$ cat config.mk
export PLATFORM = sky130hd
export DESIGN_NAME = fft_peak_detect_mc_flat
export DESIGN_NICKNAME = d
export VERILOG_FILES = /design/src/rtl/fft_peak_detect_mc_if.sv /design/src/rtl/fft_peak_detect_mc.sv /design/src/flat_wrapper.sv
export SDC_FILE = /design/constraint.sdc
export NUM_CORES = 2
export LEC_CHECK = 0
export ABC_CLOCK_PERIOD_IN_PS = 11500
export BUFFER_PORTS_ARGS = -buffer_cell sky130_fd_sc_hd__buf_2
export CAP_MARGIN = 20
export CORE_MARGIN = 3
export CORE_UTILIZATION = 40
export CTS_CLUSTER_DIAMETER = 50
export DETAILED_ROUTE_END_ITERATION = 10
export GPL_ROUTABILITY_DRIVEN = 0
export MAX_ROUTING_LAYER = met4
export SETUP_SLACK_MARGIN = 0.02
export SLEW_MARGIN = 0
export SYNTH_ARGS = -nofsm -noshare
export SYNTH_HDL_FRONTEND = slang
export SYNTH_SLANG_ARGS = --single-unit
$ cat constraint.sdc
create_clock -name clk -period 11.5 [get_ports clk]
set_input_delay 1.15 -clock clk [delete_from_list [all_inputs] [get_ports clk]]
set_output_delay 1.15 -clock clk [all_outputs]
set_load 0.005 [all_outputs]
$ cat src/rtl/fft_peak_detect_mc_if.sv
// Bundle between the multi-channel FFT peak detector and its FFT RAMs / controller.
// The slave modport is the detector's view; master is the controller and RAM side.
interface fft_peak_detect_mc_if #(
  parameter int NFFT_LOG2 = 10,
  parameter int W         = 14,
  parameter int NCH       = 4
);
  logic                   start;
  logic [2*W-1:0]         thresh;
  logic [NCH*2*W-1:0]     ramq;
  logic [NFFT_LOG2-1:0]   ramaddr;
  logic                   busy;
  logic                   done;
  logic                   found;
  logic [NFFT_LOG2-1:0]   maxbin;
  logic [2*W-1:0]         maxmag;
  logic [NCH*2*W-1:0]     peak_data;

  modport master (
    output start, thresh, ramq,
    input  ramaddr, busy, done, found, maxbin, maxmag, peak_data
  );

  modport slave (
    input  start, thresh, ramq,
    output ramaddr, busy, done, found, maxbin, maxmag, peak_data
  );
endinterface

$ cat src/rtl/fft_peak_detect_mc.sv
// Streams every FFT bin once, tracks the windowed max-magnitude bin on REF_CH, then fetches all channels at it.
// Optional macro MAG_L1_EN: use |re|+|im| instead of re^2+im^2 as the magnitude metric.
module fft_peak_detect_mc #(
  parameter int NFFT_LOG2 = 10,
  parameter int W         = 14,
  parameter int NCH       = 4,
  parameter int REF_CH    = 0,
  parameter int BIN_LO    = 31,
  parameter int BIN_HI    = 1023,
  parameter int RD_LAT    = 2,
  parameter int BITREV    = 1
) (
  input  logic                 clk,
  input  logic                 reset,
  fft_peak_detect_mc_if.slave  bus
);
  localparam int N  = 1 << NFFT_LOG2;
  localparam int MW = 2 * W;
  localparam int CW = $clog2(RD_LAT + 2);
  localparam int DW = NCH * MW;

  typedef logic [NFFT_LOG2-1:0] addr_t;
  typedef logic [MW-1:0]        mag_t;
  typedef logic [CW-1:0]        cnt_t;
  typedef enum logic [2:0] {IDLE, SCAN, DRAIN, FETCH, DONE} state_t;

  if (!(BIN_LO >= 0 && BIN_LO <= BIN_HI && BIN_HI < N)) begin : g_bad_window
    $error("fft_peak_detect_mc: BIN_LO/BIN_HI window outside 0..N-1");
  end
  if (!(REF_CH >= 0 && REF_CH < NCH)) begin : g_bad_ref
    $error("fft_peak_detect_mc: REF_CH must be below NCH");
  end
  if (RD_LAT < 1) begin : g_bad_lat
    $error("fft_peak_detect_mc: RD_LAT must be at least 1");
  end

  function automatic addr_t bin_of(addr_t a);
    addr_t r;
    if (BITREV != 0) begin
      for (int i = 0; i < NFFT_LOG2; i++) r[i] = a[NFFT_LOG2-1-i];
    end else begin
      r = a;
    end
    return r;
  endfunction

  state_t          state_q, state_n;
  logic            start_q;
  cnt_t            cnt_q;
  addr_t           ramaddr_q;
  logic [RD_LAT-1:0] vld_pipe;
  addr_t           addr_pipe [RD_LAT];
  mag_t            best_mag;
  addr_t           best_addr;
  logic            best_hit;
  logic [DW-1:0]   peak_r;

  logic            busy_q, done_q, found_q;
  addr_t           maxbin_q;
  mag_t            maxmag_q;
  logic [DW-1:0]   peak_data_q;

  // Reference-channel magnitude of the word returning from the pipeline tail.
  logic signed [W-1:0] re, im;
  mag_t                mag;
  addr_t               tail_addr, tail_bin, addr_n;
  logic                tail_vld, in_window, upd, hit_n;

  assign re = bus.ramq[REF_CH*MW + W +: W];
  assign im = bus.ramq[REF_CH*MW     +: W];

`ifdef MAG_L1_EN
  logic [W:0] abs_re, abs_im;
  assign abs_re = re[W-1] ? (~{re[W-1], re} + (W+1)'(1)) : {1'b0, re};
  assign abs_im = im[W-1] ? (~{im[W-1], im} + (W+1)'(1)) : {1'b0, im};
  assign mag    = {{(MW-W-1){1'b0}}, abs_re + abs_im};
`else
  logic signed [MW-1:0] re_x, im_x, re2, im2;
  assign re_x = {{W{re[W-1]}}, re};
  assign im_x = {{W{im[W-1]}}, im};
  assign re2  = re_x * re_x;
  assign im2  = im_x * im_x;
  assign mag  = mag_t'(re2) + mag_t'(im2);
`endif

  assign tail_vld  = vld_pipe[RD_LAT-1];
  assign tail_addr = addr_pipe[RD_LAT-1];
  assign tail_bin  = bin_of(tail_addr);
  assign in_window = (int'(tail_bin) >= BIN_LO) && (int'(tail_bin) <= BIN_HI);
  // Strict compare keeps the earliest-scanned address on ties and rejects mag == threshold.
  assign upd       = tail_vld && in_window && (mag > best_mag);
  assign hit_n     = best_hit | upd;
  assign addr_n    = upd ? tail_addr : best_addr;

  // State register
  always_ff @(posedge clk or posedge reset) begin
    if (reset) state_q <= IDLE;
    else       state_q <= state_n;
  end

  // Next-state logic
  always_comb begin
    // NOTE: default assignment first so no path through this block infers a latch.
    state_n = state_q;
    unique case (state_q)
      IDLE:  if (bus.start && !start_q)            state_n = SCAN;
      SCAN:  if (ramaddr_q == addr_t'(N-1))        state_n = DRAIN;
      DRAIN: if (cnt_q == cnt_t'(RD_LAT-1))        state_n = hit_n ? FETCH : DONE;
      FETCH: if (cnt_q == cnt_t'(RD_LAT))          state_n = DONE;
      DONE:                                         state_n = IDLE;
      default:                                      state_n = IDLE;
    endcase
  end

  // Output / control decode
  logic launch, scan_vld, fetch_latch, finish;
  always_comb begin
    launch      = 1'b0;
    scan_vld    = 1'b0;
    fetch_latch = 1'b0;
    finish      = 1'b0;
    unique case (state_q)
      IDLE:    launch      = bus.start && !start_q;
      SCAN:    scan_vld    = 1'b1;
      FETCH:   fetch_latch = (cnt_q == cnt_t'(RD_LAT));
      DONE:    finish      = 1'b1;
      default: ;
    endcase
  end

  // Datapath: address generation, read-tracking pipeline, running max, result registers.
  always_ff @(posedge clk or posedge reset) begin
    if (reset) begin
      // NOTE: the short tracking pipeline is reset too, so a mid-scan reset can never replay stale valids.
      start_q     <= 1'b0;
      cnt_q       <= '0;
      ramaddr_q   <= '0;
      vld_pipe    <= '0;
      for (int i = 0; i < RD_LAT; i++) addr_pipe[i] <= '0;
      best_mag    <= '0;
      best_addr   <= '0;
      best_hit    <= 1'b0;
      peak_r      <= '0;
      busy_q      <= 1'b0;
      done_q      <= 1'b0;
      found_q     <= 1'b0;
      maxbin_q    <= '0;
      maxmag_q    <= '0;
      peak_data_q <= '0;
    end else begin
      // NOTE: non-blocking assignments so every register samples pre-edge values.
      if (state_q == IDLE) start_q <= bus.start;
      cnt_q <= (state_n != state_q) ? '0 : cnt_q + cnt_t'(1);

      vld_pipe[0]  <= scan_vld;
      addr_pipe[0] <= ramaddr_q;
      for (int i = 1; i < RD_LAT; i++) begin
        vld_pipe[i]  <= vld_pipe[i-1];
        addr_pipe[i] <= addr_pipe[i-1];
      end

      if (launch)                                       ramaddr_q <= '0;
      else if (state_q == SCAN && state_n == SCAN)      ramaddr_q <= ramaddr_q + addr_t'(1);
      else if (state_q == DRAIN && state_n == FETCH)    ramaddr_q <= addr_n;

      if (launch) begin
        best_mag  <= bus.thresh;
        best_addr <= '0;
        best_hit  <= 1'b0;
      end else if (upd) begin
        best_mag  <= mag;
        best_addr <= tail_addr;
        best_hit  <= 1'b1;
      end

      if (fetch_latch) peak_r <= bus.ramq;

      done_q <= finish;
      if (launch) busy_q <= 1'b1;
      if (finish) begin
        busy_q      <= 1'b0;
        found_q     <= best_hit;
        maxbin_q    <= best_hit ? bin_of(best_addr) : '0;
        maxmag_q    <= best_hit ? best_mag : '0;
        peak_data_q <= best_hit ? peak_r : '0;
      end
    end
  end

  assign bus.ramaddr   = ramaddr_q;
  assign bus.busy      = busy_q;
  assign bus.done      = done_q;
  assign bus.found     = found_q;
  assign bus.maxbin    = maxbin_q;
  assign bus.maxmag    = maxmag_q;
  assign bus.peak_data = peak_data_q;
endmodule

$ cat src/flat_wrapper.sv
// flat-port wrapper written by rule: the top's interface ports become plain ports
module fft_peak_detect_mc_flat 
#(
  parameter int NFFT_LOG2 = 10,
  parameter int W         = 14,
  parameter int NCH       = 4,
  parameter int REF_CH    = 0,
  parameter int BIN_LO    = 31,
  parameter int BIN_HI    = 1023,
  parameter int RD_LAT    = 2,
  parameter int BITREV    = 1
)
  (clk, reset, bus_start, bus_thresh, bus_ramq, bus_ramaddr, bus_busy, bus_done, bus_found, bus_maxbin, bus_maxmag, bus_peak_data);
  fft_peak_detect_mc_if #(.NFFT_LOG2(NFFT_LOG2), .W(W), .NCH(NCH)) bus_i ();
  input  logic clk;
  input  logic reset;
  input wire logic [$bits(bus_i.start)-1:0] bus_start;
  input wire logic [$bits(bus_i.thresh)-1:0] bus_thresh;
  input wire logic [$bits(bus_i.ramq)-1:0] bus_ramq;
  output wire logic [$bits(bus_i.ramaddr)-1:0] bus_ramaddr;
  output wire logic [$bits(bus_i.busy)-1:0] bus_busy;
  output wire logic [$bits(bus_i.done)-1:0] bus_done;
  output wire logic [$bits(bus_i.found)-1:0] bus_found;
  output wire logic [$bits(bus_i.maxbin)-1:0] bus_maxbin;
  output wire logic [$bits(bus_i.maxmag)-1:0] bus_maxmag;
  output wire logic [$bits(bus_i.peak_data)-1:0] bus_peak_data;
  assign bus_i.start = bus_start;
  assign bus_i.thresh = bus_thresh;
  assign bus_i.ramq = bus_ramq;
  assign bus_ramaddr = bus_i.ramaddr;
  assign bus_busy = bus_i.busy;
  assign bus_done = bus_i.done;
  assign bus_found = bus_i.found;
  assign bus_maxbin = bus_i.maxbin;
  assign bus_maxmag = bus_i.maxmag;
  assign bus_peak_data = bus_i.peak_data;
  fft_peak_detect_mc #(.NFFT_LOG2(NFFT_LOG2), .W(W), .NCH(NCH), .REF_CH(REF_CH), .BIN_LO(BIN_LO), .BIN_HI(BIN_HI), .RD_LAT(RD_LAT), .BITREV(BITREV)) u_core (.clk(clk), .reset(reset), .bus(bus_i));
endmodule
==> results.json <==
{
  "synth.net_count": 3395,
  "critPathLaunchType": "primary input",
  "rsz0062_at_grt": "no",
  "synth_cells": 2699,
  "clockBufferDepth": 3,
  "areaGrowthSynthToFinish_pct": 13.00,
  "seq_area_frac_synth_pct": 31.06,
  "vias": 19420,
  "cts_tree": "built",
  "max_freq_mhz": 95.85,
  "status": "complete, no violations",
  "crit_required_ns": 11.92,
  "grt_pass1_wl_mm": 116.2,
  "async_flop_share_pct": 100.0,
  "chipHeight_um": 268.5,
  "r2r_cells": 6,
  "cts.htree.levels": 2,
  "die_area_um2": 72080,
  "final_common_cell": "nand2_1",
  "tightestPinTransition_ns": 1.137,
  "r2r_setup_slack_ns": 8.20,
  "totalWireLength_mm": 72.91,
  "placed_cells": 3776,
  "setup_viol": 0,
  "post_cts_resized": 0,
  "wire_per_inst_um": 18.94,
  "nFillCells": 6376,
  "ys_seq_elements": 342,
  "hold_violations": 0,
  "syn_avg_cell_area_um2": 10.21,
  "fin_worst_skew_ns": 0.03721,
  "cts_made_buffers": 40,
  "cp_data_arrival_time_ns": 10.85,
  "drt_iter0_drc": 1319,
  "finalCriticalPeriod_ns": 10.43,
  "slew_violations": 0,
  "multi_input_area_um2": 16830,
  "antenna_found_initial": 5,
  "first_global_vias": 20810,
  "dr.pass1.iters": 5,
  "synthesis.area_um2": 27560,
  "ant_nets": 0,
  "fp.dieW_um": 268.5,
  "start_util_pct": 40.67,
  "maxCapViolations": 0,
  "drive_gt1_share_pct": 17.05,
  "fin_crit_sh_pct": 90.72,
  "cpPeakStageDelay_ns": 0.59,
  "critPathMostFrequentCell": "fa_1",
  "path_max_fanout": 29,
  "viasPerCell": 5.045,
  "worstSetupEndpointType": "register",
  "synth_warnings": 0,
  "crit_end": "u_core.best_mag[2]",
  "cts_sinks": 342,
  "ioPinCount": 306,
  "hold_path.class": "register to register",
  "fin_setup_tns_ns": 0,
  "track_usage_pct": 21.32,
  "slew_headroom_pct": 24.22,
  "r2r-start": "u_core.state_q[0]",
  "nets": 3641,
  "clk_pin_slew_ns": 0.06,
  "post-dp-hpwl_mm": 56.67,
  "root_buffer": "clkbuf_16",
  "clk_latency_ns": 0.58,
  "grt_max_degree": 194,
  "rows": 95,
  "final_cells": 3850,
  "regArea_um2": 8562,
  "final_cell_mix": "nand2_1, inv_1, fa_1",
  "port_buffers": 305,
  "post-cts-setup-buffers": 0,
  "drc": 0,
  "synth_edf_count": 0,
  "cp_slowest_cell": "fa_1",
  "critPathLaunch": "bus_ramq[13]",
  "rr_endpoint": "u_core.bus.peak_data[12]",
  "overflow": 0,
  "yosys_most_used_dff": "dfrtp_1",
  "hold_buffers": 0,
  "critPathKind": "primary input to register",
  "synth_cell_types": 63,
  "core_area_um2": 67750
}
==> routing by layer <==
metal	global-route usage [%]	wire length [um]	up-vias	part of all wire [%]
met5	-	0	-	0
met4	6.303	2071	0	2.8
met3	2.911	3764	112	5.2
met2	36.83	37700	475	52
met1	26.21	29370	9982	40
li1	-	-	8855	-
==> worst min path at each step <==
stage / start / end / slack, ns / depth (start not counted)
after floorplan: u_core.addr_pipe[10] / u_core.tail_addr[0] / 0.33 / 0
after global placement: u_core.addr_pipe[10] / u_core.tail_addr[0] / 0.33 / 0
after detailed placement: u_core.addr_pipe[15] / u_core.tail_addr[5] / 0.33 / 0
after CTS: u_core.addr_pipe[15] / u_core.tail_addr[5] / 0.35 / 0
after global routing: u_core.addr_pipe[17] / u_core.tail_addr[7] / 0.36 / 0
final: u_core.addr_pipe[17] / u_core.tail_addr[7] / 0.35 / 0
==> metrics by stage <==
stage	area [um^2]	worst slack (ns)	utilization (%)	hold slack, ns
6_report	31140	1.068	45.96	0.3471
3_5_place_dp	29860	0.4718	44.07	0.3347
3_3_place_gp	29860	0.7772	44.07	0.3338
2_1_floorplan	27560	0.8700	-	0.3312
5_1_grt	31140	0.3601	45.96	0.3565
4_1_cts	31130	1.033	45.94	0.3492
==> cell usage after synthesis (all sizes together) (29+ instances only) <==
| cell | number | share of area [%] |
|---|---|---|
| mux2 | 102 | 4.2 |
| ha | 155 | 7.0 |
| and2 | 77 | 1.7 |
| clkbuf | 103 | 1.4 |
| xnor2 | 43 | 1.4 |
| nor2 | 89 | 1.2 |
| dfrtp | 342 | 31 |
| nand3 | 162 | 2.9 |
| a21oi | 39 | 0.71 |
| nand2 | 467 | 6.4 |
| mux2i | 29 | 1.1 |
| o21ai | 66 | 1.2 |
| inv | 456 | 6.2 |
| fa | 398 | 29 |
==> final cells by class <==
type / instances / share of cell area, %
Clock inverter: 16 / 0.4943
Sequential cell: 342 / 27.50
Clock buffer: 54 / 3.576
Inverter: 459 / 5.565
Multi-Input combinational cell: 1783 / 54.05
Antenna cell: 4 / 0.03215
Tap cell: 873 / 3.508
Timing Repair Buffer: 319 / 5.280
==> critical path, delay by kind of cell <==
kind | cells | cell delay, ns
AOI/OAI and AO/OA | 8 | 2.05
and+or+nand+nor | 5 | 0.81
xor gates and xnor gates | 1 | 0.19
buffers and inverters | 8 | 1.72
adders and majority gates | 10 | 4.68
muxes | 1 | 0.23
==> kinds of logic (layout without fill, tap and decap cells) <==
family | count (synthesis) | in the layout | synth area share (%)
buf+inv | 574 | 848 | 7.973
simple gates | 872 | 872 | 14.17
compound gates | 169 | 169 | 3.782
mux | 131 | 131 | 5.222
flops | 342 | 342 | 31.06
xor+xnor | 58 | 58 | 1.843
other cells | 0 | 4 | 0
fa+ha+maj | 553 | 553 | 35.95
==> sequential cells by signal, summed over array words and instances, names as in the netlist, 3 cells and up <==
signal / count
u_core.addr_pipe: 10
u_core.tail_addr: 10
u_core.best_mag: 28
u_core.bus.maxbin: 10
u_core.bus.maxmag: 28
u_core.bus.peak_data: 112
u_core.peak_r: 112
u_core.best_addr: 10
u_core.state_q: 3
u_core.bus.ramaddr: 10
Power is left out: the tool's default activity adds up to more than one toggle a clock period on the data nets, which glitch-free logic cannot reach.
